### src/rtl/tm1638_pkg.sv
// Shared TM1638 definitions: command bytes, frame sequencer states and the
// BCD-to-seven-segment encoder used by the display blocks.
package tm1638_pkg;

    localparam logic [7:0] CMD_WRITE_AUTO = 8'h40;
    localparam logic [7:0] CMD_ADDR0      = 8'hC0;
    localparam logic [7:0] CMD_DISP_ON    = 8'h88;
    localparam logic [7:0] CMD_DISP_OFF   = 8'h80;

    typedef enum logic [2:0] {
        ST_IDLE = 3'd0,
        ST_MODE = 3'd1,
        ST_GAP1 = 3'd2,
        ST_ADDR = 3'd3,
        ST_DATA = 3'd4,
        ST_GAP2 = 3'd5,
        ST_DISP = 3'd6,
        ST_DONE = 3'd7
    } seq_state_t;

    // Active-high segments, bit0=a .. bit6=g, dp off; non-BCD codes show 'E'.
    function automatic logic [7:0] seg(input logic [3:0] bcd);
        logic [7:0] code_s;
        case (bcd)
            4'd0:    code_s = 8'h3F;
            4'd1:    code_s = 8'h06;
            4'd2:    code_s = 8'h5B;
            4'd3:    code_s = 8'h4F;
            4'd4:    code_s = 8'h66;
            4'd5:    code_s = 8'h6D;
            4'd6:    code_s = 8'h7D;
            4'd7:    code_s = 8'h07;
            4'd8:    code_s = 8'h7F;
            4'd9:    code_s = 8'h6F;
            default: code_s = 8'h79;
        endcase
        return code_s;
    endfunction

endpackage

### src/rtl/tm1638_frame_sequencer.sv
// Emits one full TM1638 frame (mode, address + 16 RAM bytes, display control)
// as a byte stream on a valid/ready handshake towards the STB/CLK/DIO shifter.
module tm1638_frame_sequencer
    import tm1638_pkg::*;
#(
    parameter int unsigned GAP_CYCLES  = 4,
    parameter int unsigned TENS_ADDR   = 0,
    parameter int unsigned DIGITS_ADDR = 2
) (
    input  logic       Clk_50M,
    input  logic       RST,
    input  logic       frame_req,
    input  logic [3:0] tens,
    input  logic [3:0] digits,
    input  logic [2:0] brightness,
    input  logic       disp_on,
    output logic [7:0] tx_data,
    output logic       tx_valid,
    output logic       tx_end,
    input  logic       tx_ready,
    output logic       busy,
    output logic       frame_done
);

    localparam int unsigned    GAP_W      = (GAP_CYCLES > 1) ? $clog2(GAP_CYCLES) : 1;
    localparam logic [GAP_W-1:0] GAP_LAST = GAP_W'(GAP_CYCLES - 1);
    localparam logic [3:0]     TENS_IDX   = 4'(TENS_ADDR);
    localparam logic [3:0]     DIGITS_IDX = 4'(DIGITS_ADDR);
    localparam logic [3:0]     LAST_IDX   = 4'd15;

    seq_state_t       state_r, state_s;
    logic             pending_r, pending_s;
    logic [3:0]       idx_r, idx_s;
    logic [GAP_W-1:0] gap_r, gap_s;
    logic [3:0]       tens_r, tens_s;
    logic [3:0]       digits_r, digits_s;
    logic [2:0]       bright_r, bright_s;
    logic             on_r, on_s;
    logic [7:0]       tx_data_s;
    logic             tx_valid_s, tx_end_s, busy_s, frame_done_s;
    logic             xfer_s;

    // Display RAM image; tens is checked first so it wins on an address clash.
    function automatic logic [7:0] ram_byte(input logic [3:0] idx,
                                            input logic [3:0] t,
                                            input logic [3:0] d);
        logic [7:0] byte_s;
        if (idx == TENS_IDX) begin
            byte_s = seg(t);
        end else if (idx == DIGITS_IDX) begin
            byte_s = seg(d);
        end else begin
            byte_s = 8'h00;
        end
        return byte_s;
    endfunction

    assign xfer_s = tx_valid & tx_ready;

    // State, snapshot and output registers; outputs are precomputed from next state.
    always_ff @(posedge Clk_50M) begin
        if (RST) begin
            state_r    <= ST_IDLE;
            pending_r  <= 1'b1;
            idx_r      <= 4'd0;
            gap_r      <= '0;
            tens_r     <= 4'd0;
            digits_r   <= 4'd0;
            bright_r   <= 3'd0;
            on_r       <= 1'b0;
            tx_data    <= 8'h00;
            tx_valid   <= 1'b0;
            tx_end     <= 1'b0;
            busy       <= 1'b0;
            frame_done <= 1'b0;
        end else begin
            state_r    <= state_s;
            pending_r  <= pending_s;
            idx_r      <= idx_s;
            gap_r      <= gap_s;
            tens_r     <= tens_s;
            digits_r   <= digits_s;
            bright_r   <= bright_s;
            on_r       <= on_s;
            tx_data    <= tx_data_s;
            tx_valid   <= tx_valid_s;
            tx_end     <= tx_end_s;
            busy       <= busy_s;
            frame_done <= frame_done_s;
        end
    end

    // Next-state logic; a request in any state (even while consuming one) is kept.
    always_comb begin
        state_s   = state_r;
        pending_s = pending_r | frame_req;
        idx_s     = idx_r;
        gap_s     = gap_r;
        tens_s    = tens_r;
        digits_s  = digits_r;
        bright_s  = bright_r;
        on_s      = on_r;
        case (state_r)
            ST_IDLE: begin
                if (pending_r) begin
                    tens_s    = tens;
                    digits_s  = digits;
                    bright_s  = brightness;
                    on_s      = disp_on;
                    pending_s = frame_req;
                    state_s   = ST_MODE;
                end else begin
                    state_s = ST_IDLE;
                end
            end
            ST_MODE: begin
                if (xfer_s) begin
                    state_s = ST_GAP1;
                    gap_s   = '0;
                end else begin
                    state_s = ST_MODE;
                end
            end
            ST_GAP1: begin
                if (gap_r == GAP_LAST) begin
                    state_s = ST_ADDR;
                    gap_s   = '0;
                end else begin
                    gap_s = gap_r + 1'b1;
                end
            end
            ST_ADDR: begin
                if (xfer_s) begin
                    state_s = ST_DATA;
                    idx_s   = 4'd0;
                end else begin
                    state_s = ST_ADDR;
                end
            end
            ST_DATA: begin
                if (xfer_s && (idx_r == LAST_IDX)) begin
                    state_s = ST_GAP2;
                    idx_s   = 4'd0;
                    gap_s   = '0;
                end else if (xfer_s) begin
                    idx_s = idx_r + 4'd1;
                end else begin
                    state_s = ST_DATA;
                end
            end
            ST_GAP2: begin
                if (gap_r == GAP_LAST) begin
                    state_s = ST_DISP;
                    gap_s   = '0;
                end else begin
                    gap_s = gap_r + 1'b1;
                end
            end
            ST_DISP: begin
                if (xfer_s) begin
                    state_s = ST_DONE;
                end else begin
                    state_s = ST_DISP;
                end
            end
            ST_DONE: state_s = ST_IDLE;
            default: state_s = ST_IDLE;
        endcase
    end

    // Output decode of the upcoming state, so a stalled byte stays bit-identical.
    always_comb begin
        tx_data_s    = 8'h00;
        tx_valid_s   = 1'b0;
        tx_end_s     = 1'b0;
        busy_s       = 1'b0;
        frame_done_s = 1'b0;
        case (state_s)
            ST_IDLE: busy_s = 1'b0;
            ST_MODE: begin
                tx_data_s  = CMD_WRITE_AUTO;
                tx_valid_s = 1'b1;
                tx_end_s   = 1'b1;
                busy_s     = 1'b1;
            end
            ST_GAP1: busy_s = 1'b1;
            ST_ADDR: begin
                tx_data_s  = CMD_ADDR0;
                tx_valid_s = 1'b1;
                busy_s     = 1'b1;
            end
            ST_DATA: begin
                tx_data_s  = ram_byte(idx_s, tens_s, digits_s);
                tx_valid_s = 1'b1;
                tx_end_s   = (idx_s == LAST_IDX);
                busy_s     = 1'b1;
            end
            ST_GAP2: busy_s = 1'b1;
            ST_DISP: begin
                if (on_s) begin
                    tx_data_s = CMD_DISP_ON | {5'b00000, bright_s};
                end else begin
                    tx_data_s = CMD_DISP_OFF;
                end
                tx_valid_s = 1'b1;
                tx_end_s   = 1'b1;
                busy_s     = 1'b1;
            end
            ST_DONE: frame_done_s = 1'b1;
            default: busy_s = 1'b0;
        endcase
    end

endmodule
### config.mk
export PLATFORM = sky130hd
export DESIGN_NAME = tm1638_frame_sequencer
export DESIGN_NICKNAME = d
export VERILOG_FILES = /design/src/rtl/tm1638_pkg.sv /design/src/rtl/tm1638_frame_sequencer.sv
export SDC_FILE = /design/constraint.sdc
export NUM_CORES = 1
export LEC_CHECK = 0
export ABC_AREA = 1
export CORE_MARGIN = 2
export CORE_UTILIZATION = 40
export CTS_BUF_LIST = sky130_fd_sc_hd__clkbuf_8
export DETAILED_ROUTE_END_ITERATION = 10
export PLACE_DENSITY_LB_ADDON = 0.15
export SYNTH_ARGS = -nofsm -noshare
export SYNTH_HDL_FRONTEND = slang
export SYNTH_SLANG_ARGS = --single-unit
### constraint.sdc
create_clock -name Clk_50M -period 3.4 [get_ports Clk_50M]
set_input_delay 0.85 -clock Clk_50M [delete_from_list [all_inputs] [get_ports Clk_50M]]
set_output_delay 0.85 -clock Clk_50M [all_outputs]
set_load 0.05 [all_outputs]
; Word-level counts from Yosys, hierarchy flattened
; Memory sizes are Yosys's and may differ from the RTL's.
; Cells that the tools add are included.
[totals]
regBits = 34
mem_bits_ro = 224
input_bits = 16
out_inout_bits = 12
wordCells = 83
memories = 2
[mem_list]
columns = name, depth, word_bits, rd, rd_clocked_by_memory_dff, wr, line
row1 = (name not given), 16, 7, 1, 0, 0, tm1638_pkg.sv:24  ; case (bcd)
row2 = (name not given), 16, 7, 1, 0, 0, tm1638_pkg.sv:24
[classes]
add_sub_neg = 2
n_eq_ne = 20
muxes = 35
n_bitwise = 2
n_reduce_logical = 9
[ops]
columns = operator, n
row1 = $mux W4, 8
row2 = $pmux W8 S4, 1
row3 = $eq A3 B3 Y1 const B, 8
row4 = $pmux W3 S8, 1
row5 = $mux W3, 7
row6 = $mux W8, 2
row7 = $eq A3 B2 Y1 const B, 4
row8 = $mux W1, 9
row9 = $eq A4 B4 Y1 const B, 2
row10 = $mux W2, 4
row11 = $pmux W4 S2, 1
row12 = $eq A3 B1 Y1 const B, 2
row13 = $pmux W2 S3, 1
row14 = $reduce_or A6 Y1, 1
row15 = $add A4 B1 Y4 const B, 1
row16 = $eq A4 B2 Y1 const B, 1
row17 = $logic_not A4 Y1, 1
row18 = $ne A2 B2 Y1 const B, 2
row19 = $reduce_or A2 Y1, 2
row20 = $reduce_or A4 Y1, 1
row21 = $logic_not A3 Y1, 1
row22 = $reduce_and A3 Y1, 1
row23 = $reduce_bool A3 Y1, 1
row24 = $add A2 B1 Y2 const B, 1
row25 = 5 further kinds, 5

; Depth between registers and ports, before layout
; Gate-level depths: netlist (run 1).
[depth]
depth_word = 8
ltp_mapped = 14
ltp_nobuf = 14

; Worst setup path before layout (run 1)
; OpenSTA, ideal clock, no wires.
[synth_timing]
path_type = reg-to-reg
from = register state_r[0]
to = register tx_data[6]
setup_time_ns = 0.071
t_arrival_ns = 2.129
required_time_ns = 3.329
setup_slack_ns = 1.200
stages_incl_launch_ff = 15
n_path_buf = 1
synth_period_minus_slack_ns = 2.200
cell_sequence = dfxtp_1 nor2_4 nand3_2 buf_2 or2_2 o21ai_0 inv_1 ha_1 inv_1 nand3_1 nand3_1 nor2_1 nor2_1 nand3_1 a21oi_1
[synth_between]
elab_chain_cells = 6
elab_cells_between_ends = 27
cone_classes = eq/ne (12) / mux (11) / reduce/logical (2) / memory (2)
[synth_lines]
columns = item, line
row1 = start: declaration, tm1638_frame_sequencer.sv:31  ; seq_state_t state_r, state_s;
row2 = start signal: assignment, tm1638_frame_sequencer.sv:77  ; state_r <= state_s;
row3 = $logic_not A3 Y1, tm1638_frame_sequencer.sv:103  ; case (state_r)
row4 = $mux W4, tm1638_frame_sequencer.sv:103
row5 = via digits_s[0], tm1638_frame_sequencer.sv:36  ; logic [3:0] digits_r, digits_s;
row6 = $mem_v2 Z16 W7, n/a
row7 = $mux W8, tm1638_frame_sequencer.sv:50  ; end else if (idx == DIGITS_IDX) begin
row8 = $mux W8, tm1638_frame_sequencer.sv:48  ; if (idx == TENS_IDX) begin
row9 = $pmux W8 S4, tm1638_frame_sequencer.sv:178  ; case (state_s)
row10 = end signal: assignment, tm1638_frame_sequencer.sv:85  ; tx_data <= tx_data_s;
row11 = end: declaration, tm1638_frame_sequencer.sv:17  ; output logic [7:0] tx_data,
; The timed path passes the listed nets, and every way through them passes these cells.
; A chain may end at the register's enable or synchronous reset.

; Final worst setup path (run 1)
[layout_timing]
from = input port tens[0]
to = register tx_data[0]
[layout_between]
elab_chain_cells = 5
[layout_lines]
columns = item, line
row1 = start: declaration, tm1638_frame_sequencer.sv:13  ; input logic [3:0] tens,
row2 = $mux W4, tm1638_frame_sequencer.sv:105  ; if (pending_r) begin
row3 = $mux W4, tm1638_frame_sequencer.sv:103
row4 = via tens_s[0], tm1638_frame_sequencer.sv:35  ; logic [3:0] tens_r, tens_s;
row5 = $mem_v2 Z16 W7, n/a
row6 = $mux W8, tm1638_frame_sequencer.sv:48
row7 = $pmux W8 S4, tm1638_frame_sequencer.sv:178
; The timed path passes the listed nets, and every way through them passes these cells.

==> metrics, run 1 <==
fillers 560; final hold vios 0; Max Root-Sink Buffers 2; layout cells sized above 1 around 7.4%; Layout Area Growth over Synthesis 21.6%; setup slack after layout ~0.9 ns; min-delay src gap_r[1]; pre-CTS setup slack ~0.62 ns; Setup crit end kind flip-flop; drt wl/cell roughly 11 um; critical path class input port to flip-flop; Post-Layout Cell Count roughly 420; largest net degree at the start of global routing 18; WHS ~0.48 ns; post-placement cell count just over 400; clk_lat worst skew slightly below 0.3 ns; Final Net Count around 380; vias between 2000 and 2500; DRT antenna net count 0; clock-pin slew on the worst setup and hold paths approximately 0.070 ns; routed wire length 4720 um; Setup Skew between 0.004 and 0.005 ns; Pleak roughly 1.2 nW; IO Count 28; Mapped Nets between 300 and 400; GRT Overall Usage ~18%; die height 76.1 um; max_slew headroom approximately 53%; Seq/Total Area, Yosys approximately a third; CP Data Required Time 3.63 ns; critical path launch point type input port; CTS sink cnt 34; Worst R2R Start state_r[2]; Worst Path Max Fanout 5; core area about 5000 um^2; first-pass GRT wire length ~8300 um; Max Clock Freq between 0.4 and 0.5 GHz; Die W around 76 um; vias in the first global route ~1900; HPWL after DPL ~3800 um; Synth Register Bits 34; initial antenna violation count 0; Pre-antenna DRT Iters 4; Post-CTS Resized 0; Via density between 4 and 5; peak supply drop 0.000300 V; Worst-Margin Slew 0.708 ns; Slew Limit Fails 0; Port Buffers 27; CP Launch Point tens[0]; effective utilization at floorplan 41.0%; setup TNS 0 ns; overall power between 1 and 1.5 mW; RSZ-0062 raised after global routing no; die area around 5800 um^2; GR Overflow Total 0; Final Cycle Share 73.1%; outcome finished, final reports clean; H-tree depth 2; worst hold-check path type flip-flop to flip-flop; CTS Buf Count 5; Syn Area/Cell 6.49 um^2; hold buffer count at cts 0; maxcap violations 0; 1st-iter DRT viols 83; Syn. warnings 0; diode count 0; postcts setup bufs 0; TritonCTS clock tree built; Post-Synthesis Cells 320; Final setup viols 0; DRC viols 0; Power Density around 470 nW/um^2; num rows 26; minimum clock period approximately 2.5 ns; Cell variety after synth 27; GPL Wtd Cong slightly above 0.9; CTS Root Cell clkbuf_8; cell area after synthesis 2080 um^2; Critical Path AT ~2.7 ns
-- layer usage --
metal	global-route usage (%)	vias up	part of all wire (%)
li1	-	1082	-
met1	21.5	911	45
met2	31.6	45	49
met3	3.08	8	3.7
met4	7.09	0	2.0
met5	0	-	0
-- worst max-delay path, cell delays in order --
cell	delay, ns
clkdlybuf4s50_1	0.39
or2_2	0.28
o21ai_0	0.25
inv_1	0.15
ha_1	0.24
o21ai_0	0.23
nor2_1	0.09
nand2_1	0.08
nand3_1	0.08
nand2_1	0.08
-- flip-flops by register name, indices dropped and copies added (netlist names) --
register / count
frame_done: 1
bright_r: 3
on_r: 1
tx_data: 8
tx_valid: 1
digits_r: 4
tens_r: 4
idx_r: 4
busy: 1
pending_r: 1
gap_r: 2
state_r: 3
tx_end: 1
-- synth_stat cells --
| cell type | n | area [um^2] |
|---|---|---|
| nand2_1 | 83 | 312 |
| nor2_1 | 54 | 203 |
| inv_1 | 44 | 165 |
| dfxtp_1 | 34 | 681 |
| nand3_1 | 32 | 160 |
| ha_1 | 13 | 163 |
| o21ai_0 | 10 | 50.1 |
| a21oi_1 | 9 | 45.0 |
| nand4_1 | 9 | 56.3 |
| or2_2 | 5 | 31.3 |
| nor3_1 | 3 | 15.0 |
| clkbuf_1 | 2 | 7.51 |
| inv_2 | 2 | 7.51 |
| nand2_2 | 2 | 12.5 |
| nand3_2 | 2 | 20.0 |
| nor3_4 | 2 | 32.5 |
| o21ai_1 | 2 | 10.0 |
| o21ai_2 | 2 | 17.5 |
| o21bai_1 | 2 | 15.0 |
| a22oi_1 | 1 | 7.51 |
| buf_1 | 1 | 3.75 |
| buf_2 | 1 | 5.00 |
| mux2i_1 | 1 | 10.0 |
| nor2_4 | 1 | 11.3 |
| nor4_4 | 1 | 21.3 |
| o211ai_1 | 1 | 7.51 |
| o221ai_1 | 1 | 8.76 |
-- cell families after synthesis --
family,Yosys count,synth area share [%]
multiplexers,1,0.482
AND/OR/NAND/NOR,194,42.1
adder cells (fa/ha/maj),13,7.83
AO/OA/AOI/OAI,28,7.77
flip-flops,34,32.8
buffers and inverters,50,9.09
-- final timing paths --
kind                                   end  slack (ns)  depth (start not counted)
worst max-delay path            tx_data[0]        0.91                         10
worst min-delay path              gap_r[1]        0.48                          2
worst max register to register  tx_data[0]        1.01                         11
worst min register to register    gap_r[1]        0.48                          2
-- power breakdown --
part           internal (mW)  total, mW  switching [mW]
Combinational          0.151      0.439           0.288
Sequential             0.435      0.454          0.0189
Clock                  0.160      0.304           0.143
Total                  0.746       1.20           0.450
-- layout make-up --
cell class / instances / area, um^2 / area share (%)
Multi-Input combinational cell: 236 / 1210 / 47.8
Sequential cell: 34 / 681 / 26.9
Timing Repair Buffer: 29 / 285 / 11.3
Inverter: 46 / 173 / 6.84
Tap cell: 70 / 87.6 / 3.47
Clock buffer: 6 / 82.6 / 3.27
Clock inverter: 2 / 8.76 / 0.347
-- layout by cell type, fill, tap and decap left out --
cell type        count
nand2_1             83
nor2_1              54
inv_1               45
dfxtp_1             34
nand3_1             32
clkdlybuf4s50_1     27
ha_1                13
o21ai_0             10
nand4_1              9
a21oi_1              9
clkbuf_8             6
or2_2                5
nor3_1               3
inv_2                2
nand3_2              2
nand2_2              2
o21bai_1             2
o21ai_2              2
o21ai_1              2
nor3_4               2
buf_4                2
nor2_4               1
o221ai_1             1
mux2i_1              1
o211ai_1             1
nor4_4               1
a22oi_1              1
clkinv_2             1
-- metrics by stage --
step                instance area [um^2]  utilization, %
global placement                    2430            48.0
finish                              2530            49.8
CTS                                 2530            49.8
floorplan                           2080               -
detailed placement                  2430            48.0
global route                        2530            49.8
Note: power is estimated with default switching activity, not from simulation.
==> inputs of run 2 (changes only) <==
==> constraint.sdc (replaced) <==
create_clock -name Clk_50M -period 2.6 [get_ports Clk_50M]
set_input_delay 0.65 -clock Clk_50M [delete_from_list [all_inputs] [get_ports Clk_50M]]
set_output_delay 0.65 -clock Clk_50M [all_outputs]
set_load 0.05 [all_outputs]
==> run 2 against run 1 <==
Against the previous run:
- count of clock-buffer cells in the layout unchanged
- clock skew increased by 0.00054 ns
- die area stayed put
- global-route usage shrank 0.22 points
- critical endpoint is now tx_data[3]
- first-iteration DRC count increased by 7.2%
- sequential share of layout area fell by 1.1 points
- clock power is 96% higher
- sequential cell count unchanged
- wire length increased by 1.5%
- combinational power is 37% higher
==> metrics, run 2 (synthesized netlist as in run 1, its figures left out) <==
Worst Path Max Fanout 6; core area 5070 um^2; peak supply drop a little under 0.0006 V; Die W between 70 and 80 um; final hold vios 0; critical path class input port to flip-flop; critical path launch point type input port; Flop pwr share 33.1%; diode count 0; Final Net Count slightly below 400; first-pass GRT wire length just over 8000 um; Worst-Margin Slew between 0.4 and 0.5 ns; GPL Wtd Cong ~0.96; Post-Layout Cell Count between 400 and 500; utilization after layout 52.0%; DRC viols 0; most frequent cells in the layout 83 x nand2_1, 54 x nor2_1, 44 x inv_1; CTS Buf Count 5; Setup Skew around 0.0054 ns; internal power 1.20 mW; initial antenna violation count 0; Via density ~4.7; most common cell after layout, fill and taps aside nand2_1; design area about 2600 um^2; maxcap violations 0; GRT Overall Usage 17.6%; CP Launch Point tx_ready; hold buffer count at cts 0; Setup crit end kind flip-flop; RSZ-0062 raised after global routing no; worst hold-check path type flip-flop to flip-flop; clk_lat worst skew 0.28 ns; Critical Path AT 2.43 ns; routed wire length roughly 4800 um; Combinational Power Share between 30% and 40%; Worst R2R Start state_r[0]; vias in the first global route 1908; num rows 26; Power Density 679 nW/um^2; vias between 2000 and 2500; minimum clock period 2.25 ns; Post-CTS Resized 0; clock-pin slew on the worst setup and hold paths ~0.070 ns; largest register by flop count tx_data; dpl cell area 2490 um^2; layout cells sized above 1 about a tenth; number of flip-flops under the largest register name 8; TritonCTS clock tree built; die height about 76 um; outcome finished, final reports clean; Final setup viols 0; WHS 0.469 ns; Net Switching roughly 590 uW; max_slew headroom approximately 67%; Max Clock Freq around 0.45 GHz; CTS Root Cell clkbuf_8; Max Root-Sink Buffers 2; post-placement cell count between 400 and 500; 1st-iter DRT viols slightly below 90; Layout Area Growth over Synthesis 26.9%; setup TNS 0 ns; drt wl/cell approximately 11 um; Final Cycle Share 86.4%; CTS sink cnt 34; HPWL after DPL 3840 um; Port Buffers 27; GR Overflow Total 0; fillers 503; H-tree depth 2; IO Count 28; Slew Limit Fails 0; clock share of power 33.4%; Pre-antenna DRT Iters 4; Reg area about 700 um^2; CP Data Required Time approximately 2.8 ns; DRT antenna net count 0; effective utilization at floorplan between 40% and 50%; min-delay src gap_r[1]; switch share around a third; postcts setup bufs 0; area of the multi-input gates roughly 1200 um^2; largest net degree at the start of global routing 18; Pleak about 1.3 nW; die area between 5000 and 6000 um^2
[run 2: cell count changes in the layout (fill, tap and decap cells not counted), sizes merged]
cell,previous run,this run
clkinv,1,0
inv,47,46
buf,2,10
bufinv,0,2
[run 2: stage by stage]
stage	worst slack [ns]	power (mW)
final	0.354	1.79
after global routing	0.208	1.92
after CTS	0.370	1.81
after detailed placement	0.0690	1.21
after global placement	0.149	1.20
after floorplan	0.400	1.03
[run 2: cell type report]
cell class                      count  share of cell area [%]
Clock buffer                        6                    3.13
Clock inverter                      2                    2.28
Inverter                           46                    6.55
Multi-Input combinational cell    236                    45.8
Sequential cell                    34                    25.8
Tap cell                           70                    3.32
Timing Repair Buffer               37                    13.1
[run 2: final timing paths]
| check | cells after the start | end | slack [ns] |
|---|---|---|---|
| worst max-delay path | 12 | tx_data[3] | 0.35 |
| worst min-delay path | 2 | gap_r[1] | 0.47 |
| worst max register to register | 13 | tx_data[6] | 0.43 |
| worst min register to register | 2 | gap_r[1] | 0.47 |
[run 2: power by group through the flow]
stage	Combinational, mW	Clock, mW	Sequential, mW
global placement	0.601	0	0.604
global route	0.686	0.635	0.598
CTS	0.606	0.612	0.593
floorplan	0.381	0	0.645
detailed placement	0.603	0	0.605
finish	0.601	0.597	0.592
[run 2: layer usage]
| layer | global-route usage [%] | share of wire (%) | routed length (um) | up-vias |
|---|---|---|---|---|
| li1 | - | - | - | 1104 |
| met1 | 20.8 | 47 | 2240 | 861 |
| met2 | 31.5 | 48 | 2320 | 35 |
| met3 | 3.55 | 3.3 | 156 | 7 |
| met4 | 6.55 | 1.6 | 77 | 0 |
| met5 | 0 | 0 | 0 | - |
[run 2: critical path, cell delays in order]
cell and delay (ns):
clkdlybuf4s50_1 0.49, nand2_2 0.08, ha_1 0.28, inv_1 0.03, nand3_1 0.09, nand3_1 0.13
nor2_1 0.12, nand2_1 0.14, nor2_1 0.19, nand2_1 0.08, nand3_1 0.09, nand2_1 0.05
==> inputs of run 3 (changes only) <==
--- a/config.mk
+++ b/config.mk
@@ -11,6 +11,7 @@
 export CTS_BUF_LIST = sky130_fd_sc_hd__clkbuf_8
 export DETAILED_ROUTE_END_ITERATION = 10
 export PLACE_DENSITY_LB_ADDON = 0.15
+export RECOVER_POWER = 25
 export SYNTH_ARGS = -nofsm -noshare
 export SYNTH_HDL_FRONTEND = slang
 export SYNTH_SLANG_ARGS = --single-unit
==> run 3 against run 2 <==
Against the previous run:
- fmax increased by 0.36%
- largest power group unchanged
- count of clock-buffer cells in the layout unchanged
- global-route usage unchanged
- register-to-register slack about the same
- sequential cell count unchanged
==> metrics, run 3 (synthesized netlist as in run 1, its figures left out) <==
Pre-antenna DRT Iters 4; DRC viols 0; CTS Root Cell clkbuf_8; worst hold-check path type flip-flop to flip-flop; Port Buffers 27; routed wire length 4730 um; Setup crit end kind flip-flop; postcts setup bufs 0; Final Net Count around 400; largest net degree at the start of global routing 18; setup TNS 0 ns; Max Root-Sink Buffers 2; r2r endpoint tx_data[6]; Via density about 4.6; GRT Overall Usage between 10% and 20%; most frequent cells in the layout 83 x nand2_1, 54 x nor2_1, 44 x inv_1; Die W around 76 um; outcome finished, final reports clean; largest register by flop count tx_data; reg-to-reg slack, setup between 0.4 and 0.5 ns; CTS sink cnt 34; Pleak about 1.3 nW; GR Overflow Total 0; Post-CTS Resized 0; effective utilization at floorplan between 40% and 50%; num rows 26; number of flip-flops under the largest register name 8; IO Count 28; RSZ-0062 raised after global routing no; vias 2000; critical path launch point type input port; TritonCTS clock tree built; Power Density 680 nW/um^2; core area around 5100 um^2; max_slew headroom approximately half; end of the critical path tx_data[3]; H-tree depth 2; die area between 5000 and 6000 um^2; hold buffer count at cts 0; layout cells sized above 1 9.14%; initial antenna violation count 0; die height 76.1 um; vias in the first global route roughly 1900; Layout Area Growth over Synthesis 26.6%; CP Data Required Time 2.78 ns; Critical Path AT 2.42 ns; Worst Path Max Fanout 6; clock-pin slew on the worst setup and hold paths roughly 0.07 ns; critical path class input port to flip-flop; Worst-Margin Slew about 0.75 ns; CP Launch Point tx_ready; first-pass GRT wire length between 8000 and 9000 um; 1st-iter DRT viols 74; diode count 0; minimum clock period 2.24 ns; maxcap violations 0; CTS Buf Count 5; drt wl/cell 11.0 um; final hold vios 0; DRT antenna net count 0; R2R cell count 13; peak supply drop around 0.00059 V; Final setup viols 0; Max Clock Freq 0.447 GHz; Slew Limit Fails 0; Setup Skew between 0.005 and 0.006 ns; Worst R2R Start state_r[0]; GPL Wtd Cong 0.957; HPWL after DPL a little under 4000 um; clk_lat worst skew roughly 0.28 ns; Final Cycle Share ~86%; most common cell after layout, fill and taps aside nand2_1; pre-CTS setup slack between 0.06 and 0.07 ns; setup slack after layout 0.362 ns
[run 3: worst max-delay path, cell delays in order]
cell	delay, ns
clkdlybuf4s50_1	0.49
nand2_2	0.08
ha_1	0.28
inv_1	0.03
nand3_1	0.09
nand3_1	0.13
nor2_1	0.12
nand2_1	0.14
nor2_1	0.19
nand2_1	0.08
nand3_1	0.09
nand2_1	0.05
[run 3: cell type report]
cell class                      count  area, um^2
Multi-Input combinational cell    236        1210
Tap cell                           70        87.6
Fill cell                         505        2440
Clock buffer                        6        82.6
Sequential cell                    34         681
Clock inverter                      2        60.1
Inverter                           46         173
Timing Repair Buffer               37         338
[run 3: worst min-delay path by stage]
stage | start | to | slack [ns] | cells after the start
after floorplan | gap_r[1] | gap_r[1] | 0.44 | 2
after global placement | gap_r[1] | gap_r[1] | 0.45 | 2
after detailed placement | gap_r[1] | gap_r[1] | 0.46 | 2
after CTS | gap_r[1] | gap_r[1] | 0.47 | 2
after global routing | gap_r[1] | gap_r[1] | 0.49 | 2
final | gap_r[1] | gap_r[1] | 0.47 | 2
[run 3: routing by layer]
layer,routed length [um],track usage (%)
met1,2210,20.8
met3,158,3.55
met4,77,6.55
met5,0,0
met2,2280,31.5
[run 3: power by group]
part	internal (mW)	switching (mW)	leakage, nW
clock	0.409	0.188	0.0714
sequential	0.569	0.0228	0.279
combinational	0.221	0.379	0.948
total	1.20	0.590	1.30
[run 3: through the flow]
step | std cells | instance area (um^2) | hold slack, ns | total power, mW | utilization [%]
after global routing | 431 | 2630 | 0.486 | 1.92 | 51.8
after detailed placement | 423 | 2490 | 0.461 | 1.21 | 49.2
after floorplan | 320 | 2080 | 0.445 | 1.03 | -
after global placement | 423 | 2490 | 0.455 | 1.20 | 49.2
final | 431 | 2630 | 0.470 | 1.79 | 51.8
after CTS | 431 | 2640 | 0.472 | 1.81 | 52.0
